--- src/rtl/serial_wide_sub_pkg.sv ---
// Shared types and sizing helpers for the nibble-serial wide subtractor.
// Combinational helpers only; no latency, no flow control.
package serial_wide_sub_pkg;

    localparam int NIBBLE_W = 4;

    typedef enum logic [1:0] {
        ST_IDLE = 2'd0,
        ST_RUN  = 2'd1,
        ST_DONE = 2'd2
    } state_t;

    function automatic int nibble_count(input int width);
        return width / NIBBLE_W;
    endfunction

    // A single-nibble operand still needs a 1-bit index register.
    function automatic int idx_width(input int width);
        int n;
        n = width / NIBBLE_W;
        return (n > 1) ? $clog2(n) : 1;
    endfunction

endpackage

--- src/rtl/nibble_sub4.sv ---
// 4-bit full subtractor (a - b - bin) with rippled borrow-out.
// Purely combinational; no flow control.
module nibble_sub4 (
    input  logic [3:0] a,
    input  logic [3:0] b,
    input  logic       bin,
    output logic [3:0] d,
    output logic       bout
);

    logic [4:0] br;

    assign br[0] = bin;

    for (genvar i = 0; i < 4; i++) begin : g_bit
        assign d[i]    = a[i] ^ b[i] ^ br[i];
        assign br[i+1] = (~a[i] & b[i]) | (~a[i] & br[i]) | (b[i] & br[i]);
    end

    assign bout = br[4];

endmodule

--- src/rtl/serial_wide_sub.sv ---
// Wide a - b - bin computed one nibble per cycle; done pulses N cycles after the start edge.
// start is taken only while ready=1; issue interval N+2; SERIAL_WIDE_SUB_OVF_EN adds the ovf output.
module serial_wide_sub
    import serial_wide_sub_pkg::*;
#(
    parameter int WIDTH = 16
) (
    input  logic             clk,
    input  logic             rst,
    input  logic             start,
    input  logic [WIDTH-1:0] a,
    input  logic [WIDTH-1:0] b,
    input  logic             bin,
    output logic             ready,
    output logic             done,
    output logic [WIDTH-1:0] diff,
    output logic             bout
`ifdef SERIAL_WIDE_SUB_OVF_EN
    ,
    output logic             ovf
`endif
);

    localparam int N  = nibble_count(WIDTH);
    localparam int IW = idx_width(WIDTH);

    state_t           state_q, state_d;
    logic [IW-1:0]    idx_q;
    logic             borrow_q;
    logic [WIDTH-1:0] a_q, b_q;
    logic [NIBBLE_W-1:0] nib_a, nib_b, nib_d;
    logic             nib_bo;
    logic             last;

    assign last  = (idx_q == IW'(N - 1));
    assign nib_a = a_q[{idx_q, 2'b00} +: NIBBLE_W];
    assign nib_b = b_q[{idx_q, 2'b00} +: NIBBLE_W];

    nibble_sub4 u_nib (
        .a    (nib_a),
        .b    (nib_b),
        .bin  (borrow_q),
        .d    (nib_d),
        .bout (nib_bo)
    );

    always_comb begin
        state_d = state_q;
        case (state_q)
            ST_IDLE: if (start) state_d = ST_RUN;
            ST_RUN:  if (last)  state_d = ST_DONE;
            ST_DONE: state_d = ST_IDLE;
            default: state_d = ST_IDLE;
        endcase
    end

    always_ff @(posedge clk) begin
        if (rst) begin
            state_q  <= ST_IDLE;
            ready    <= 1'b1;
            done     <= 1'b0;
            diff     <= '0;
            bout     <= 1'b0;
            idx_q    <= '0;
            borrow_q <= 1'b0;
            a_q      <= '0;
            b_q      <= '0;
`ifdef SERIAL_WIDE_SUB_OVF_EN
            ovf      <= 1'b0;
`endif
        end else begin
            state_q <= state_d;
            ready   <= (state_d == ST_IDLE);
            done    <= (state_d == ST_DONE);
            case (state_q)
                ST_IDLE: begin
                    if (start) begin
                        a_q      <= a;
                        b_q      <= b;
                        borrow_q <= bin;
                        idx_q    <= '0;
                    end
                end
                ST_RUN: begin
                    diff[{idx_q, 2'b00} +: NIBBLE_W] <= nib_d;
                    borrow_q <= nib_bo;
                    idx_q    <= idx_q + IW'(1);
                    if (last) begin
                        bout  <= nib_bo;
                        idx_q <= '0;
`ifdef SERIAL_WIDE_SUB_OVF_EN
                        // MSB nibble is being written this edge, so use its live value.
                        ovf   <= (a_q[WIDTH-1] != b_q[WIDTH-1]) &&
                                 (nib_d[NIBBLE_W-1] != a_q[WIDTH-1]);
`endif
                    end
                end
                default: ;
            endcase
        end
    end

endmodule

--- config.mk ---
export PLATFORM = sky130hd
export DESIGN_NAME = serial_wide_sub
export DESIGN_NICKNAME = d
export VERILOG_FILES = /design/src/rtl/serial_wide_sub_pkg.sv /design/src/rtl/nibble_sub4.sv /design/src/rtl/serial_wide_sub.sv
export SDC_FILE = /design/constraint.sdc
export NUM_CORES = 1
export LEC_CHECK = 0
export CAP_MARGIN = 0
export CORE_MARGIN = 4
export CORE_UTILIZATION = 52
export CTS_BUF_LIST = sky130_fd_sc_hd__clkbuf_2 sky130_fd_sc_hd__clkbuf_4 sky130_fd_sc_hd__clkbuf_8
export CTS_CLUSTER_SIZE = 10
export DETAILED_ROUTE_END_ITERATION = 7
export GPL_ROUTABILITY_DRIVEN = 0
export GPL_TIMING_DRIVEN = 0
export PLACE_DENSITY = 0.84
export REMOVE_ABC_BUFFERS = 1
export SYNTH_ARGS = -nofsm -noshare
export SYNTH_HDL_FRONTEND = slang
export SYNTH_SLANG_ARGS = --single-unit
--- constraint.sdc ---
create_clock -name clk -period 3.75 [get_ports clk]
set_input_delay 0.75 -clock clk [delete_from_list [all_inputs] [get_ports clk]]
set_output_delay 0.75 -clock clk [all_outputs]
set_load 0.05 [all_outputs]
==> flow_metrics.env <==
export IMPL_status="finished clean"
export IMPL_initial_core_util_pct=55.0
export IMPL_p_comb_share_pct=15.7
export IMPL_multi_input_area_mm2=0.00111
export IMPL_seq_area_frac_synth_pct=45.6
export IMPL_power_share_sequential_pct=52.5
export IMPL_worstMarginPinSlew_ps=1190
export IMPL_netlist_area_mm2=0.00246
export IMPL_switching_power_w=0.000304
export IMPL_dr_pass1_iters=4
export IMPL_drt_iter0_drc=94
export IMPL_slew_headroom_pct=20.9
export IMPL_yosysTopAreaCellShare_pct=45.6
export IMPL_p_clk_share_pct=31.9
export IMPL_crit_required_ps=3970
export IMPL_clockRootBuffer="clkbuf_8"
export IMPL_path_max_fanout=16
export IMPL_critPathCaptureType="flip-flop"
export IMPL_top_usage_layer="met2"
export IMPL_min_period_ps=3300
export IMPL_clk_pin_slew_ps=90
export IMPL_drt_total_wl_um=4780
export IMPL_fin_skew_ps=9.88
export IMPL_syn_area_per_cell_um2=9.25
export IMPL_p_leak_nw=1.11
export IMPL_die_area_mm2=0.00590
export IMPL_io_pins=55
export IMPL_use_met2_pct=30.7
export IMPL_use_met3_pct=4.92
export IMPL_cellPowerDensity_mw_per_mm2=399
export IMPL_start_kind="flip-flop"
export IMPL_finalHoldViolCount=0
export IMPL_cts_made_buffers=5
export IMPL_drcViolationCount=0
export IMPL_overflow=0
export IMPL_synthArstFlopShare_pct=0
export IMPL_grt_setup_unrepaired="no"
export IMPL_fin_util_pct=68.6
export IMPL_setup_viol=0
export IMPL_cts_max_level=2
export IMPL_fin_nets=357
export IMPL_yosysWarnings=0
export IMPL_swShare_pct=24.8
export IMPL_die_x_um=76.8
export IMPL_place_hpwl_um=3420
export IMPL_min_period_over_period_pct=88.0
export IMPL_port_buffers=54
export IMPL_synth_area_top_cells="dfxtp_1 46%, nand2_1 10%, a21oi_1 7.3%"
export IMPL_antenna_found_initial=0
export IMPL_diodes=0
export IMPL_synth_most_common_cell="nand2_1"
export IMPL_grt_max_degree=34
export IMPL_finalSetupTns_ps=0
export IMPL_fmax_mhz=303
export IMPL_cts_num_sinks=56
export IMPL_total_power_w=0.00123
export IMPL_ys_flop_type="dfxtp_1"
export IMPL_die_h_um=76.8
export IMPL_p_int_w=0.000921
export IMPL_ant_nets=0
export IMPL_first_global_vias=1839
export IMPL_fp_coreArea_mm2=0.00447
export IMPL_use_met1_pct=16.7
export IMPL_insertion_delay_ps=310
export IMPL_synth_seq_cells=56
export IMPL_row_count=24
export IMPL_cts_tree="yes"
export IMPL_grt_pass1_wl_um=7680
export IMPL_crit_type="flip-flop to flip-flop"
export IMPL_synth_cells=266
export IMPL_hold_class="flip-flop to flip-flop"
export IMPL_routedWlPerCell_um=13.1
export IMPL_ir_drop_mv=0.236
export IMPL_drive_gt1_share_pct=7.05
export IMPL_clockBufferDepth=2
export IMPL_syn_to_final_growth_pct=24.8
export IMPL_viasPerCell=5.30
export IMPL_n_fill_cell=360
export IMPL_finalMaxSlewViolations=0
export IMPL_synthDistinctLibCells=28
export IMPL_netlist_top_cells_count="66 x nand2_1, 56 x dfxtp_1, 36 x a21oi_1"
export IMPL_synth_top_area_cell="dfxtp_1"
export IMPL_track_usage_pct=16.1
export IMPL_max_cap_violations=0
export IMPL_vias=1928
export IMPL_synth_edf_count=0
export IMPL_cp_arrival_ps=3520
export IMPL_register_area_mm2=0.00112
-- path summary, 6_finish.rpt --
kind / start / end / slack [ps] / depth (start not counted)
worst min-delay path: a_q[7] / a_q[7] / 460 / 2
worst max-delay path: idx_q[0] / diff[11] / 450 / 10
worst min register to register: a_q[7] / a_q[7] / 460 / 2
worst max register to register: idx_q[0] / diff[11] / 450 / 10
-- power groups by stage --
stage	logic, W	clock network, W	registers [W]
2_1_floorplan	0.0000949	0	0.000667
3_3_place_gp	0.000184	0	0.000656
3_5_place_dp	0.000193	0	0.000657
4_1_cts	0.000194	0.000397	0.000644
5_1_grt	0.000211	0.000414	0.000648
6_report	0.000192	0.000390	0.000643
-- metal layers --
metal | vias up | routed length [um]
met5 | - | 0
met4 | 0 | 51
met3 | 6 | 259
met2 | 57 | 2390
met1 | 880 | 2080
li1 | 985 | -
-- state kept, by name (all words and copies together), names as in the netlist --
register  flops
state_q       2
idx_q         2
a_q          16
b_q          16
borrow_q      1
ready         1
bout          1
diff         16
done          1
-- layout make-up --
cell class	count	share of cell area [%]
Sequential cell	56	36.6
Clock inverter	2	1.14
Tap cell	52	2.12
Inverter	26	3.18
Clock buffer	6	2.49
Multi-Input combinational cell	167	36.2
Timing Repair Buffer	55	18.3
-- worst max-delay path, stage by stage, from the launching register on --
cell and delay, ps:
dfxtp_2 610, mux4_2 560, inv_1 90, fa_1 180
inv_1 60, fa_1 380, fa_1 380, inv_1 70
fa_1 390, or2_2 350, o32ai_1 120
-- logic make-up after synthesis --
logic type / after synthesis / synth area share (%)
and+or+nand+nor: 94 / 17.4
DFF: 56 / 45.6
AOI/OAI and AO/OA: 54 / 13.7
buffers and inverters: 43 / 9.26
adders and majority gates: 10 / 6.31
muxes: 9 / 7.73
-- through the flow --
step | area (um2) | setup WS (ps) | std cells | hold slack, ps
2_1_floorplan | 2330 | 522 | 249 | 427
3_3_place_gp | 2940 | 143 | 355 | 440
3_5_place_dp | 2960 | 144 | 356 | 447
4_1_cts | 3070 | 87.8 | 364 | 459
5_1_grt | 3070 | 245 | 364 | 479
6_report | 3070 | 449 | 364 | 458
-- timing repair --
action / 4_1_cts / 5_1_grt
setup buffers: 0 / 0
resized for setup: 0 / 1
setup endpoints to repair: 0 / 4
hold buffers: 0 / 0
-- placed cells by master, fill, tap and decap left out, types with 2 or more instances in the layout --
cell and n:
nand3_1 5, nand2_1 66, nor2_1 6, mux4_2 8, ha_1 6, fa_1 4
or3_1 2, clkdlybuf4s50_1 53, inv_1 26, and3b_1 4, clkbuf_8 5, nand3b_1 2
o32ai_1 16, a21oi_1 36, nand2b_1 2, or2_2 2, dfxtp_1 55
Power figures use the tool's default switching activity.
